<file path="config.mk">
export PLATFORM = sky130hd
export DESIGN_NAME = regfile_scoreboard_flat
export DESIGN_NICKNAME = d
export VERILOG_FILES = /design/src/rtl/regfile_scoreboard_pkg.sv /design/src/rtl/regfile_scoreboard_if.sv /design/src/rtl/regfile_scoreboard_sb_counter.sv /design/src/rtl/regfile_scoreboard.sv /design/src/flat_wrapper.sv
export SDC_FILE = /design/constraint.sdc
export NUM_CORES = 1
export LEC_CHECK = 0
export CAP_MARGIN = 10
export CORE_MARGIN = 2
export CORE_UTILIZATION = 30
export DETAILED_ROUTE_END_ITERATION = 8
export PLACE_DENSITY = 0.44
export SYNTH_ARGS = -nofsm -noshare
export SYNTH_HDL_FRONTEND = slang
export SYNTH_SLANG_ARGS = --single-unit
</file>
<file path="constraint.sdc">
create_clock -name clk -period 6 [get_ports clk]
set_clock_uncertainty 0.15 [all_clocks]
set_input_delay 1.2 -clock clk [delete_from_list [all_inputs] [get_ports clk]]
set_output_delay 1.2 -clock clk [all_outputs]
set_load 0.01 [all_outputs]
</file>
<file path="src/rtl/regfile_scoreboard_pkg.sv">
// Shared sizing and FSM encoding for the register-file write scoreboard.
package regfile_scoreboard_pkg;
    localparam int NREG   = 32;
    localparam int REG_AW = 5;
    localparam int CNT_W  = 2;
    localparam int WB_BYP = 1;
    localparam logic [CNT_W-1:0] CNT_MAX = '1;

    typedef enum logic [1:0] {SB_RUN, SB_DRAIN, SB_DONE, SB_HOLD} sb_state_t;
endpackage

</file>
<file path="src/rtl/regfile_scoreboard_if.sv">
// Decode/writeback/drain bundle between pipeline control and the scoreboard.
interface regfile_scoreboard_if;
    import regfile_scoreboard_pkg::*;

    logic              issue_valid;
    logic              issue_ready;
    logic [REG_AW-1:0] rs1;
    logic              rs1_used;
    logic [REG_AW-1:0] rs2;
    logic              rs2_used;
    logic [REG_AW-1:0] rd;
    logic              rd_we;
    logic              retire_valid;
    logic [REG_AW-1:0] retire_rd;
    logic              kill_valid;
    logic [REG_AW-1:0] kill_rd;
    logic              drain_req;
    logic              drain_done;
    logic [NREG-1:0]   busy_vec;
    logic [31:0]       stall_cnt;
    logic              err;

    modport master (
        output issue_valid, rs1, rs1_used, rs2, rs2_used, rd, rd_we,
               retire_valid, retire_rd, kill_valid, kill_rd, drain_req,
        input  issue_ready, drain_done, busy_vec, stall_cnt, err
    );
    modport slave (
        input  issue_valid, rs1, rs1_used, rs2, rs2_used, rd, rd_we,
               retire_valid, retire_rd, kill_valid, kill_rd, drain_req,
        output issue_ready, drain_done, busy_vec, stall_cnt, err
    );
endinterface

</file>
<file path="src/rtl/regfile_scoreboard_sb_counter.sv">
// Per-register in-flight write counter; net of one increment and two decrements per cycle,
// clamped to [0, CNT_MAX], flagging any attempt to go below zero.
module sb_counter
    import regfile_scoreboard_pkg::*;
(
    input  logic             clk,
    input  logic             rst,
    input  logic             inc,
    input  logic             dec_a,
    input  logic             dec_b,
    output logic [CNT_W-1:0] cnt,
    output logic             nz,
    output logic             nz_nxt,
    output logic             underflow
);
    int               sum;
    logic [CNT_W-1:0] cnt_nxt;

    always_comb begin
        sum       = int'(cnt) + int'(inc) - int'(dec_a) - int'(dec_b);
        underflow = 1'b0;
        cnt_nxt   = cnt;
        if (sum < 0) begin
            underflow = 1'b1;
            cnt_nxt   = '0;
        end else if (sum > int'(CNT_MAX)) begin
            cnt_nxt   = CNT_MAX;
        end else begin
            cnt_nxt   = CNT_W'(sum);
        end
    end

    always_ff @(posedge clk or posedge rst) begin
        if (rst) cnt <= '0;
        else     cnt <= cnt_nxt;
    end

    assign nz     = (cnt != '0);
    assign nz_nxt = (cnt_nxt != '0);
endmodule

</file>
<file path="src/rtl/regfile_scoreboard.sv">
// RAW/saturation issue gate for the register file plus a drain sequencer; x0 is never tracked.
module regfile_scoreboard
    import regfile_scoreboard_pkg::*;
(
    input  logic                 clk,
    input  logic                 rst,
    regfile_scoreboard_if.slave  sb
);
    logic [NREG-1:0][CNT_W-1:0] cnt;
    logic [NREG-1:0]            nz;
    logic [NREG-1:0]            nz_nxt;
    logic [NREG-1:0]            uf;
    logic                       haz1, haz2, sat, ready, fire;
    logic                       run_open, done_pulse;
    logic [31:0]                stall;
    logic                       err_q;
    sb_state_t                  state, state_nxt;

    assign cnt[0]    = '0;
    assign nz[0]     = 1'b0;
    assign nz_nxt[0] = 1'b0;
    assign uf[0]     = 1'b0;

    // A retire landing this cycle on the last pending write is visible to a negedge read.
    assign haz1 = sb.rs1_used && (sb.rs1 != '0) && (cnt[sb.rs1] != '0)
               && !((WB_BYP != 0) && sb.retire_valid && (sb.retire_rd == sb.rs1)
                    && (cnt[sb.rs1] == CNT_W'(1)));
    assign haz2 = sb.rs2_used && (sb.rs2 != '0) && (cnt[sb.rs2] != '0)
               && !((WB_BYP != 0) && sb.retire_valid && (sb.retire_rd == sb.rs2)
                    && (cnt[sb.rs2] == CNT_W'(1)));
    assign sat  = sb.rd_we && (sb.rd != '0) && (cnt[sb.rd] == CNT_MAX);

    assign ready = run_open && !haz1 && !haz2 && !sat;
    assign fire  = sb.issue_valid && ready;

    for (genvar r = 1; r < NREG; r++) begin : g_cnt
        sb_counter u_cnt (
            .clk       (clk),
            .rst       (rst),
            .inc       (fire && sb.rd_we && (sb.rd == REG_AW'(r))),
            .dec_a     (sb.retire_valid && (sb.retire_rd == REG_AW'(r))),
            .dec_b     (sb.kill_valid && (sb.kill_rd == REG_AW'(r))),
            .cnt       (cnt[r]),
            .nz        (nz[r]),
            .nz_nxt    (nz_nxt[r]),
            .underflow (uf[r])
        );
    end

    always_ff @(posedge clk or posedge rst) begin
        if (rst) state <= SB_RUN;
        else     state <= state_nxt;
    end

    // Completion is judged on post-update counters so the last retire ends the drain.
    always_comb begin
        state_nxt = state;
        case (state)
            SB_RUN:   if (sb.drain_req) state_nxt = SB_DRAIN;
            SB_DRAIN: if (nz_nxt == '0) state_nxt = SB_DONE;
            SB_DONE:  state_nxt = sb.drain_req ? SB_HOLD : SB_RUN;
            SB_HOLD:  if (!sb.drain_req) state_nxt = SB_RUN;
            default:  state_nxt = SB_RUN;
        endcase
    end

    always_comb begin
        run_open   = (state == SB_RUN);
        done_pulse = (state == SB_DONE);
    end

    always_ff @(posedge clk or posedge rst) begin
        if (rst) begin
            stall <= '0;
            err_q <= 1'b0;
        end else begin
            if (sb.issue_valid && !ready) stall <= stall + 32'd1;
            if (|uf) err_q <= 1'b1;
        end
    end

    assign sb.issue_ready = ready;
    assign sb.drain_done  = done_pulse;
    assign sb.busy_vec    = nz;
    assign sb.stall_cnt   = stall;
    assign sb.err         = err_q;
endmodule
</file>
<file path="src/flat_wrapper.sv">
// flat-port wrapper written by rule: the top's interface ports become plain ports
module regfile_scoreboard_flat import regfile_scoreboard_pkg::*;
  (clk, rst, sb_issue_valid, sb_rs1, sb_rs1_used, sb_rs2, sb_rs2_used, sb_rd, sb_rd_we, sb_retire_valid, sb_retire_rd, sb_kill_valid, sb_kill_rd, sb_drain_req, sb_issue_ready, sb_drain_done, sb_busy_vec, sb_stall_cnt, sb_err);
  regfile_scoreboard_if sb_i ();
  input  logic clk;
  input  logic rst;
  input wire logic [$bits(sb_i.issue_valid)-1:0] sb_issue_valid;
  input wire logic [$bits(sb_i.rs1)-1:0] sb_rs1;
  input wire logic [$bits(sb_i.rs1_used)-1:0] sb_rs1_used;
  input wire logic [$bits(sb_i.rs2)-1:0] sb_rs2;
  input wire logic [$bits(sb_i.rs2_used)-1:0] sb_rs2_used;
  input wire logic [$bits(sb_i.rd)-1:0] sb_rd;
  input wire logic [$bits(sb_i.rd_we)-1:0] sb_rd_we;
  input wire logic [$bits(sb_i.retire_valid)-1:0] sb_retire_valid;
  input wire logic [$bits(sb_i.retire_rd)-1:0] sb_retire_rd;
  input wire logic [$bits(sb_i.kill_valid)-1:0] sb_kill_valid;
  input wire logic [$bits(sb_i.kill_rd)-1:0] sb_kill_rd;
  input wire logic [$bits(sb_i.drain_req)-1:0] sb_drain_req;
  output wire logic [$bits(sb_i.issue_ready)-1:0] sb_issue_ready;
  output wire logic [$bits(sb_i.drain_done)-1:0] sb_drain_done;
  output wire logic [$bits(sb_i.busy_vec)-1:0] sb_busy_vec;
  output wire logic [$bits(sb_i.stall_cnt)-1:0] sb_stall_cnt;
  output wire logic [$bits(sb_i.err)-1:0] sb_err;
  assign sb_i.issue_valid = sb_issue_valid;
  assign sb_i.rs1 = sb_rs1;
  assign sb_i.rs1_used = sb_rs1_used;
  assign sb_i.rs2 = sb_rs2;
  assign sb_i.rs2_used = sb_rs2_used;
  assign sb_i.rd = sb_rd;
  assign sb_i.rd_we = sb_rd_we;
  assign sb_i.retire_valid = sb_retire_valid;
  assign sb_i.retire_rd = sb_retire_rd;
  assign sb_i.kill_valid = sb_kill_valid;
  assign sb_i.kill_rd = sb_kill_rd;
  assign sb_i.drain_req = sb_drain_req;
  assign sb_issue_ready = sb_i.issue_ready;
  assign sb_drain_done = sb_i.drain_done;
  assign sb_busy_vec = sb_i.busy_vec;
  assign sb_stall_cnt = sb_i.stall_cnt;
  assign sb_err = sb_i.err;
  regfile_scoreboard u_core (.clk(clk), .rst(rst), .sb(sb_i));
endmodule
</file>
* After elaboration in Yosys (flattened, before gate mapping) *
Index checks and enable logic that the tools add are counted.
Widths: inputs -> output; s select.

word-level totals
  input port bits = 34
  ROM bits = 0
  output and inout port bits = 67
  flip-flop bits (word level) = 97
  latch bits = 0
  memories kept = 0
  RAM bits = 0

cells by class
  equality and inequality tests = 104
  muxes and demuxes = 104
  $add $sub $neg = 94
  divide/modulo/power cells = 0
  reduce and logical (&&, ||, !) cells = 188
  shift-type cells = 0
  $mul = 0
  order comparisons = 65
  bitwise gates (word level) = 0

operator list
  kind                   count
  $sub 32x2->32          62
  $gt 32x3->1 const B    31
  $lt 32x1->1 const B    31
  $eq 5x5->1 const B     48
  $mux 2                 69
  $reduce_bool 2->1      64
  $eq 5x4->1 const B     24
  $logic_and 1x1->1      111
  $add 2x1->3            31
  $eq 5x3->1 const B     12
  $add 32x1->32 const B  1
  $logic_not 32->1       1
  $mux 1                 31
  $reduce_or 31->1       1
  $bmux 2 s5             3
  $eq 5x2->1 const B     6
  $lt 5x6->1 const B     3
  $eq 5x1->1 const B     3
  $reduce_bool 5->1      3
  $eq 5x5->1             2
  $pmux 2 s4             1
  $eq 2x1->1 const B     3
  $eq 2x2->1 const B     3
  $logic_not 1->1        6
  other kinds (4)        5

* Longest topological paths before layout *
Gate-level depths: netlist of the first run.

  depth in word-level cells = 23
  gate-level depth with buffers = 24
  depth with buffers taken out = 20

* Cells and area by module *
A second synthesis of the first run with hierarchy kept.

second synthesis, totals
  cells, all modules = 1307
  area, all modules = 12085.3 µm²

modules (own cells, without submodules)
  module                                   times used  cells an instance  area an instance (µm²)
  sb_counter (u_core.g_cnt[10].u_cnt ...)  23          25                 252.7
  regfile_scoreboard                       1           532                4370.4
  sb_counter (u_core.g_cnt[24].u_cnt ...)  8           25                 237.7

* Worst setup path before layout of the first run *
No wires, ideal clock.

  kind = input-to-reg
  start = in sb_rs1[0]
  end = reg u_core.state[0]
  buffers on the path = 4
  data arrival time = 5.875 ns
  slack = -0.161 ns
  stages = 23
  cells stage by stage = buf_6 -> buf_1 -> mux4_2 -> a21oi_1 -> o21ai_0 -> nand4b_1 -> nand4_1 -> or3_1 -> buf_2 -> or4_4 -> buf_6 -> nor2_2 -> ha_1 -> inv_1 -> fa_1 -> ha_1 -> ha_1 -> nor2b_1 -> a21oi_1 -> nor4_1 -> nand4_1 -> nor4_1 -> a21oi_1

between the ends
  cells in the longest elaborated chain, start to end = 23
  elaborated cells on any way between the ends = 300
  those cells by class = 93 x add/sub; 62 x order compare; 3 x eq/ne; 64 x mux; 78 x reduce/logical

RTL lines
  what                                   RTL line                                            RTL
  start: declaration                     flat_wrapper.sv:8                                   input wire logic [$bits(sb_i.rs1)-1:0] sb_rs1;
  $bmux 2 s5                             regfile_scoreboard.sv:25, regfile_scoreboard.sv:27
  $mux 2 (implied by the code)           regfile_scoreboard.sv:25, regfile_scoreboard.sv:27
  $eq 2x1->1                             regfile_scoreboard.sv:27                            && (cnt[sb.rs1] == CNT_W'(1)));
  $logic_and 1x1->1                      regfile_scoreboard.sv:27
  $logic_not 1->1                        regfile_scoreboard.sv:26                            && !((WB_BYP != 0) && sb.retire_valid && (sb.retire_rd == sb.rs1)
  $logic_and 1x1->1 (*)                  regfile_scoreboard.sv:26
  $logic_not 1->1 (*)                    regfile_scoreboard.sv:33                            assign ready = run_open && !haz1 && !haz2 && !sat;
  $logic_and 1x1->1 (*) (3 in a row)     regfile_scoreboard.sv:33
  [6 not listed]                         --
  $gt 32x3->1                            regfile_scoreboard_sb_counter.sv:26                 end else if (sum > int'(CNT_MAX)) begin
  $mux 2                                 regfile_scoreboard_sb_counter.sv:26
  $mux 2 (*)                             regfile_scoreboard_sb_counter.sv:23                 if (sum < 0) begin
  net u_core.g_cnt[5].u_cnt.cnt_nxt[1]   regfile_scoreboard_sb_counter.sv:17                 logic [CNT_W-1:0] cnt_nxt;
  $reduce_bool 2->1 (*)                  regfile_scoreboard_sb_counter.sv:39                 assign nz_nxt = (cnt_nxt != '0);
  $logic_not 32->1 (*)                   regfile_scoreboard.sv:60                            SB_DRAIN: if (nz_nxt == '0) state_nxt = SB_DONE;
  $ne 2x1->1 (no source line) (*)        --
  $reduce_and 3->1 (no source line) (*)  --
  end signal: assignment                 regfile_scoreboard.sv:52                            else state <= state_nxt;
  end: declaration                       regfile_scoreboard.sv:17                            sb_state_t state, state_nxt;

The timed path passes the listed nets; every way through them passes the cells marked *. The select of a mux whose other input is x is not followed.
A chain may end at the register's enable or synchronous reset.

* Worst setup path after layout of the first run *
  start = in sb_rs1[4]
  end = reg u_core.state[0]

The elaborated chain is that of the path after synthesis.

==> results of run 1 <==
-- sequential cells by signal, summed over array words and instances, names as in the netlist --
| register | count |
|---|---|
| u_core.g_cnt.u_cnt.cnt | 62 |
| u_core.sb.err | 1 |
| u_core.sb.stall_cnt | 32 |
| u_core.state | 2 |
-- per-layer routing --
layer	routed length, um	part of all wire (%)
met1	16570	45
met2	16680	45
met3	2354	6.4
met4	1221	3.3
met5	0	0
-- logic make-up (layout without fill, tap and decap cells) --
kind of cell | Yosys count | after routing | synth area share [%]
AO/OA/AOI/OAI | 97 | 97 | 6.538
XOR/XNOR | 41 | 41 | 3.798
adder cells (fa/ha/maj) | 156 | 156 | 23.11
buffers and inverters | 227 | 490 | 10.49
flip-flops | 97 | 97 | 25.67
multiplexers | 53 | 53 | 10.20
other | 1 | 1 | 0.03967
AND/OR/NAND/NOR | 366 | 366 | 20.14
-- critical path, delay by kind of cell --
| family | cells | cell delay [ns] |
|---|---|---|
| AND/OR/NAND/NOR | 10 | 2.95 |
| AO/OA/AOI/OAI | 4 | 0.36 |
| adder cells (fa/ha/maj) | 4 | 0.92 |
| buffers and inverters | 4 | 0.70 |
-- power by group through the flow --
stage | Clock, uW | Sequential [uW] | Combinational, uW
floorplan | 0 | 1110 | 1220
global placement | 0 | 1360 | 2000
detailed placement | 0 | 1350 | 2020
CTS | 663 | 1340 | 2100
global route | 685 | 1390 | 2340
finish | 643 | 1360 | 2150
-- layout by cell type, fill, tap and decap left out, types with 5 or more instances in the layout --
cell type,count
clkdlybuf4s50_1,87
mux2i_1,11
nor3_1,43
buf_6,15
o21ai_0,8
dfrtp_1,97
nor2_2,5
nor4_2,7
a21oi_1,7
ha_4,6
nand2_1,87
or2_2,33
clkbuf_16,10
buf_4,198
fa_1,25
nor2_1,28
nor3_2,14
nand4_1,15
xnor2_1,16
nor2b_1,18
ha_1,117
mux2_2,5
inv_1,157
a31oi_1,57
fa_2,6
mux4_2,33
and3_1,18
nand2b_1,7
xor2_1,25
nand3_1,38
nor4_1,20
-- what timing repair did --
item	in CTS	in global routing
resized for setup	64	60
hold endpoints to repair	0	0
pin swaps	22	27
endpoints found under the setup margin	6	18
setup buffers	24	6
cloned	0	2
-- stage by stage --
stage | setup WS, ns | std cells
after CTS | 0.005040 | 1697
after floorplan | 0.06040 | 1038
after detailed placement | -1.010 | 1657
after global placement | -0.9635 | 1657
final | -0.05882 | 1703
after global routing | -0.1945 | 1703
-- final cells by class --
type | instances | area share [%]
Multi-Input combinational cell | 714 | 49.59
Timing Repair Buffer | 315 | 20.84
Sequential cell | 97 | 18.67
Inverter | 159 | 4.610
Tap cell | 402 | 3.869
Clock buffer | 12 | 2.050
Clock inverter | 4 | 0.3754
-- worst max-delay path by stage --
stage / from / end / slack [ns] / depth (start not counted)
after floorplan: sb_rs1[0] / u_core.state[0] / 0.06 / 22
after global placement: sb_rs1[0] / u_core.state[0] / -0.96 / 20
after detailed placement: sb_rs1[0] / u_core.state[0] / -1.01 / 20
after CTS: sb_rs2[2] / u_core.state[0] / 0.005 / 23
after global routing: sb_rs1[0] / u_core.state[0] / -0.19 / 22
final: sb_rs1[4] / u_core.state[0] / -0.06 / 22
==> impl_metrics.ini, run 1 <==
[synth]
synth_top_cell_by_area = dfrtp_1
synth-seq-cells = 97
synthTopCellsByCount = 159 x inv_1, 125 x ha_1, 97 x dfrtp_1, 87 x nand2_1, 62 x a31oi_1
synth_area_leaders = dfrtp_1 26%, ha_1 17%, mux4_2 6.9%
netlist_area_um2 = 9454
synth_most_common_cell = inv_1
avgSynthCellArea_um2 = 9.108
synth_ff_type = dfrtp_1
ys.warnings.count = 0
yosysSeqAreaShare_pct = 25.67
postSynthCellCount = 1038
async_reset_ff_share_pct = 100.0
syn_nets = 1228
synth_edf_count = 0
synth_top_area_share_pct = 25.67
yosys.cell_types.count = 53

[cells_and_area]
area_growth_pct = 37.51
stdcell_area_um2 = 13000
layout.nets = 1486
multi_input_area_um2 = 6446
seq_area_um2 = 2427
diodes = 0
fin_util_pct = 41.52
drive_gt1_share_pct = 29.21
fillers = 3121

[setup_path]
worst-r2r-setup-slack_ns = 0.42
crit_chain = clkdlybuf4s50_1, or4_1, o21ai_2, a31oi_1, nand4b_1, nand4_1, or3_4, buf_6, or4_4, nor2_4, ha_4, inv_2, fa_2, ha_4, ha_4, nor2b_4, buf_6, a21oi_4, nor4_2, nand4_1, nor4_4, a21oi_1
endpoint_kind = flip-flop
crit_type = in2reg
startpoint_type = input pin
regToRegStartpoint = u_core.g_cnt[27].u_cnt.cnt[1]
slowest_stage = or4_4
worstRegToRegCells = 21
cp_common_cell = ha_4
arrival_ns = 6.15
cpPeakStageDelay_ns = 0.56
critPathRequiredTime_ns = 6.10
r2r-end = u_core.state[0]
critPathMaxFanout = 4

[clock_network]
ctsHtreeMaxLevel = 3
insertion_delay_ns = 0.36
cts_hold_buf = 0
cts_num_sinks = 97
cts_buffers = 9
max-clock-path-buffers = 2
cts_tree = done
clk_pin_slew_ns = 0.08
cts_root_buffer = clkbuf_16

[run]
drv_cap = 0

[hold_path]
hold_path_depth = 1
hold_path_class = reg2reg
min_to = u_core.sb.stall_cnt[31]
hold_start = u_core.sb.stall_cnt[31]

[timing]
period_minus_slack_ns = 6.059
worst_slew_margin_rel_pct = 42.86
tightestPinTransition_ns = 0.8566
rsz0062_at_grt = true
fin_ws_ns = -0.05882
slew_viol_final = 0
hold_viol = 0
fmax_ghz = 0.1650
holdWs_ns = 0.3207
tns_ns = -0.09175
fin_crit_sh_pct = 101.0
setup_violations = 2

[place]
hpwl_um = 29890
io_buffers = 99
placed_area_um2 = 11980
gp_congestion = 0.9183

[power_and_ir_drop]
switching_share_pct = 42.47
p_clk_share_pct = 15.5
power.share.sequential_pct = 32.7
vdd_ir_drop_max_mv = 0.1429
pwr_density_cell_nw_per_um2 = 320.0
combinationalPowerShare_pct = 51.8
p_switching_uw = 1766
power.leakage_uw = 0.006032
p_int_uw = 2393
power_uw = 4160

[floorplan]
design.core.area_um2 = 31310
die_area_um2 = 32950
num_rows = 65
ioPinCount = 101
start_util_pct = 30.19
fp.dieH_um = 181.5
chipWidth_um = 181.5

[global_route]
top_usage_layer = met2
grt-ovfl-total = 0
grt.met2_usage_pct = 36.05
grt_use_total_pct = 22.61
grt_first_pass_wirelength_um = 55410
grt.met3_usage_pct = 4.553
met1_usage_pct = 30.59
antenna_found_initial = 0
grt_max_degree = 61
grt_pass1_vias = 8948

[drt]
dr.pass1.iters = 5
wl_per_cell_um = 21.62
ant_nets = 0
drc = 0
vias = 8749
wirelength_um = 36820
drt-initial-drc-count = 647
vias_per_cell = 5.137

[status]
status = finished with violations
violations = negative setup slack
Note: power is estimated with default switching activity, not from simulation.
==> run 2: changes to the inputs <==
CTS_BUF_LIST = sky130_fd_sc_hd__clkbuf_4 sky130_fd_sc_hd__clkbuf_8   (was unset)
SLEW_MARGIN = 20   (was unset)
==> run 2 against run 1 <==
  * Largest cell class unchanged
  * Hold slack gained 0.0041 ns
  * The run now ends clean
  * Worst setup slack better by 0.14 ns
  * Global-route usage is essentially flat
  * Largest power group unchanged
  * Fmax increased by 2.3%
  * Register-to-register slack improved by 0.08 ns
  * Non-clock buffer count is 1 lower
  * Sequential power barely moved
  * Sequential cell count did not move
  * Combinational power about the same
==> impl_metrics.ini, run 2 (synthesis gave the netlist of run 1 again) <==
[cells_and_area]
top_register = u_core.g_cnt.u_cnt.cnt
layout.nets = 1485
area_growth_pct = 36.14
fillers = 3129
drive_gt1_share_pct = 29.31
largest_register_ffs = 62
stdcell_area_um2 = 12870
final_cell_mix = 197 x buf_4, 155 x inv_1, 121 x ha_1, 97 x dfrtp_1, 88 x clkdlybuf4s50_1
layout_commonest_cell = buf_4
fin_util_pct = 41.11

[global_route]
grt_max_degree = 61
grt_first_pass_wirelength_um = 55350
antenna_found_initial = 2
grt_pass1_vias = 8923
grt-ovfl-total = 0
grt_use_total_pct = 22.66

[timing]
fmax_ghz = 0.1688
rsz0062_at_grt = true
tightestPinTransition_ns = 0.8867
setup_violations = 0
hold_viol = 0
worst_slew_margin_rel_pct = 40.85
fin_crit_sh_pct = 98.72
slew_viol_final = 0
period_minus_slack_ns = 5.923
fin_ws_ns = 0.07708
holdWs_ns = 0.3249

[place]
placed_area_um2 = 11980
preCtsSetupSlack_ns = -1.010
gp_congestion = 0.9183
io_buffers = 99
hpwl_um = 29890

[floorplan]
num_rows = 65
design.core.area_um2 = 31310
start_util_pct = 30.19
chipWidth_um = 181.5
ioPinCount = 101
fp.dieH_um = 181.5
die_area_um2 = 32950

[setup_path]
critPathRequiredTime_ns = 6.16
critPathMaxFanout = 4
crit_type = in2reg
startpoint_type = input pin
endpoint_kind = flip-flop
arrival_ns = 6.09

[clock_network]
cts_num_sinks = 97
cts_tree = done
ctsHtreeMaxLevel = 3
clk_pin_slew_ns = 0.11
cts_hold_buf = 0
cts_root_buffer = clkbuf_8
cts_buffers = 9
insertion_delay_ns = 0.42
max-clock-path-buffers = 2

[hold_path]
hold_path_class = reg2reg

[drt]
drt-initial-drc-count = 611
wl_per_cell_um = 21.69
vias = 8772
vias_per_cell = 5.151
drc = 0
dr.pass1.iters = 8
ant_nets = 0
wirelength_um = 36940

[run]
drv_cap = 0

[power_and_ir_drop]
vdd_ir_drop_max_mv = 0.1395
power.leakage_uw = 0.005975
pwr_density_cell_nw_per_um2 = 312.2

[status]
status = finished, final reports clean
[run 2: cell types whose count changed in the layout (fill, tap and decap cells not counted), moves of 3 or more]
cell and delta:
clkbuf_8 +9, ha_1 +4, clkbuf_16 -9, a31oi_1 -3
[run 2: cell type report]
class / count / area (um2) / area share (%)
clock inverters: 4 / 48.80 / 0.3791
well taps: 402 / 503.0 / 3.908
repair buffers: 314 / 2701 / 20.99
multi-input cells: 714 / 6424 / 49.91
flip-flops and latches: 97 / 2427 / 18.86
clock buffers: 12 / 165.2 / 1.283
inverters: 159 / 599.3 / 4.656
diodes: 1 / 2.502 / 0.01944
[run 2: metrics by stage]
stage | total power [uW] | TNS, ns | std cells
final | 4018 | 0 | 1703
after global routing | 4264 | -0.05898 | 1702
after CTS | 3949 | 0 | 1696
after detailed placement | 3376 | -10.64 | 1657
after global placement | 3362 | -8.810 | 1657
after floorplan | 2332 | 0 | 1038
[run 2: final timing paths]
kind                       slack (ns)  depth (start not counted)                            end                          start
max                              0.08                         21                u_core.state[0]                      sb_rs1[4]
min                              0.32                          1        u_core.sb.stall_cnt[31]        u_core.sb.stall_cnt[31]
max reg2reg                      0.50                         20                u_core.state[0]  u_core.g_cnt[31].u_cnt.cnt[1]
min reg2reg                      0.32                          1        u_core.sb.stall_cnt[31]        u_core.sb.stall_cnt[31]
max in group asynchronous        3.45                          3  u_core.g_cnt[14].u_cnt.cnt[0]                            rst
min in group asynchronous        1.15                          2  u_core.g_cnt[16].u_cnt.cnt[1]                            rst
[run 2: metal layers]
layer	vias to the layer above	track usage [%]	routed length, um
met1	4332	30.40	16800
met4	2	8.065	1463
li1	4091	-	-
met3	66	4.112	1941
met2	281	36.46	16670
met5	-	1.778	73
[run 2: timing repair]
action	CTS	global route
resized for setup	59	63
buffers inserted	24	7
setup endpoints to repair	4	18
cloned	0	2
pin swaps	25	28
[run 2: worst max-delay path, stage by stage]
cell	delay, ns
clkdlybuf4s50_1	0.43
or4_1	0.52
o21ai_2	0.17
a31oi_1	0.09
nand4b_1	0.13
nand4_1	0.13
or3_4	0.44
buf_6	0.13
or4_4	0.55
buf_6	0.17
nor2_4	0.13
ha_4	0.21
fa_2	0.38
inv_2	0.09
ha_4	0.14
ha_4	0.16
a31oi_4	0.12
nor4_4	0.30
nand4_1	0.18
nor4_4	0.34
a21oi_1	0.07
[run 2: report_power, final]
part | internal (uW) | leakage [uW] | switching [uW]
clock | 227 | 0.000113 | 272
combinational | 1140 | 0.00469 | 1010
sequential | 887 | 0.00117 | 475
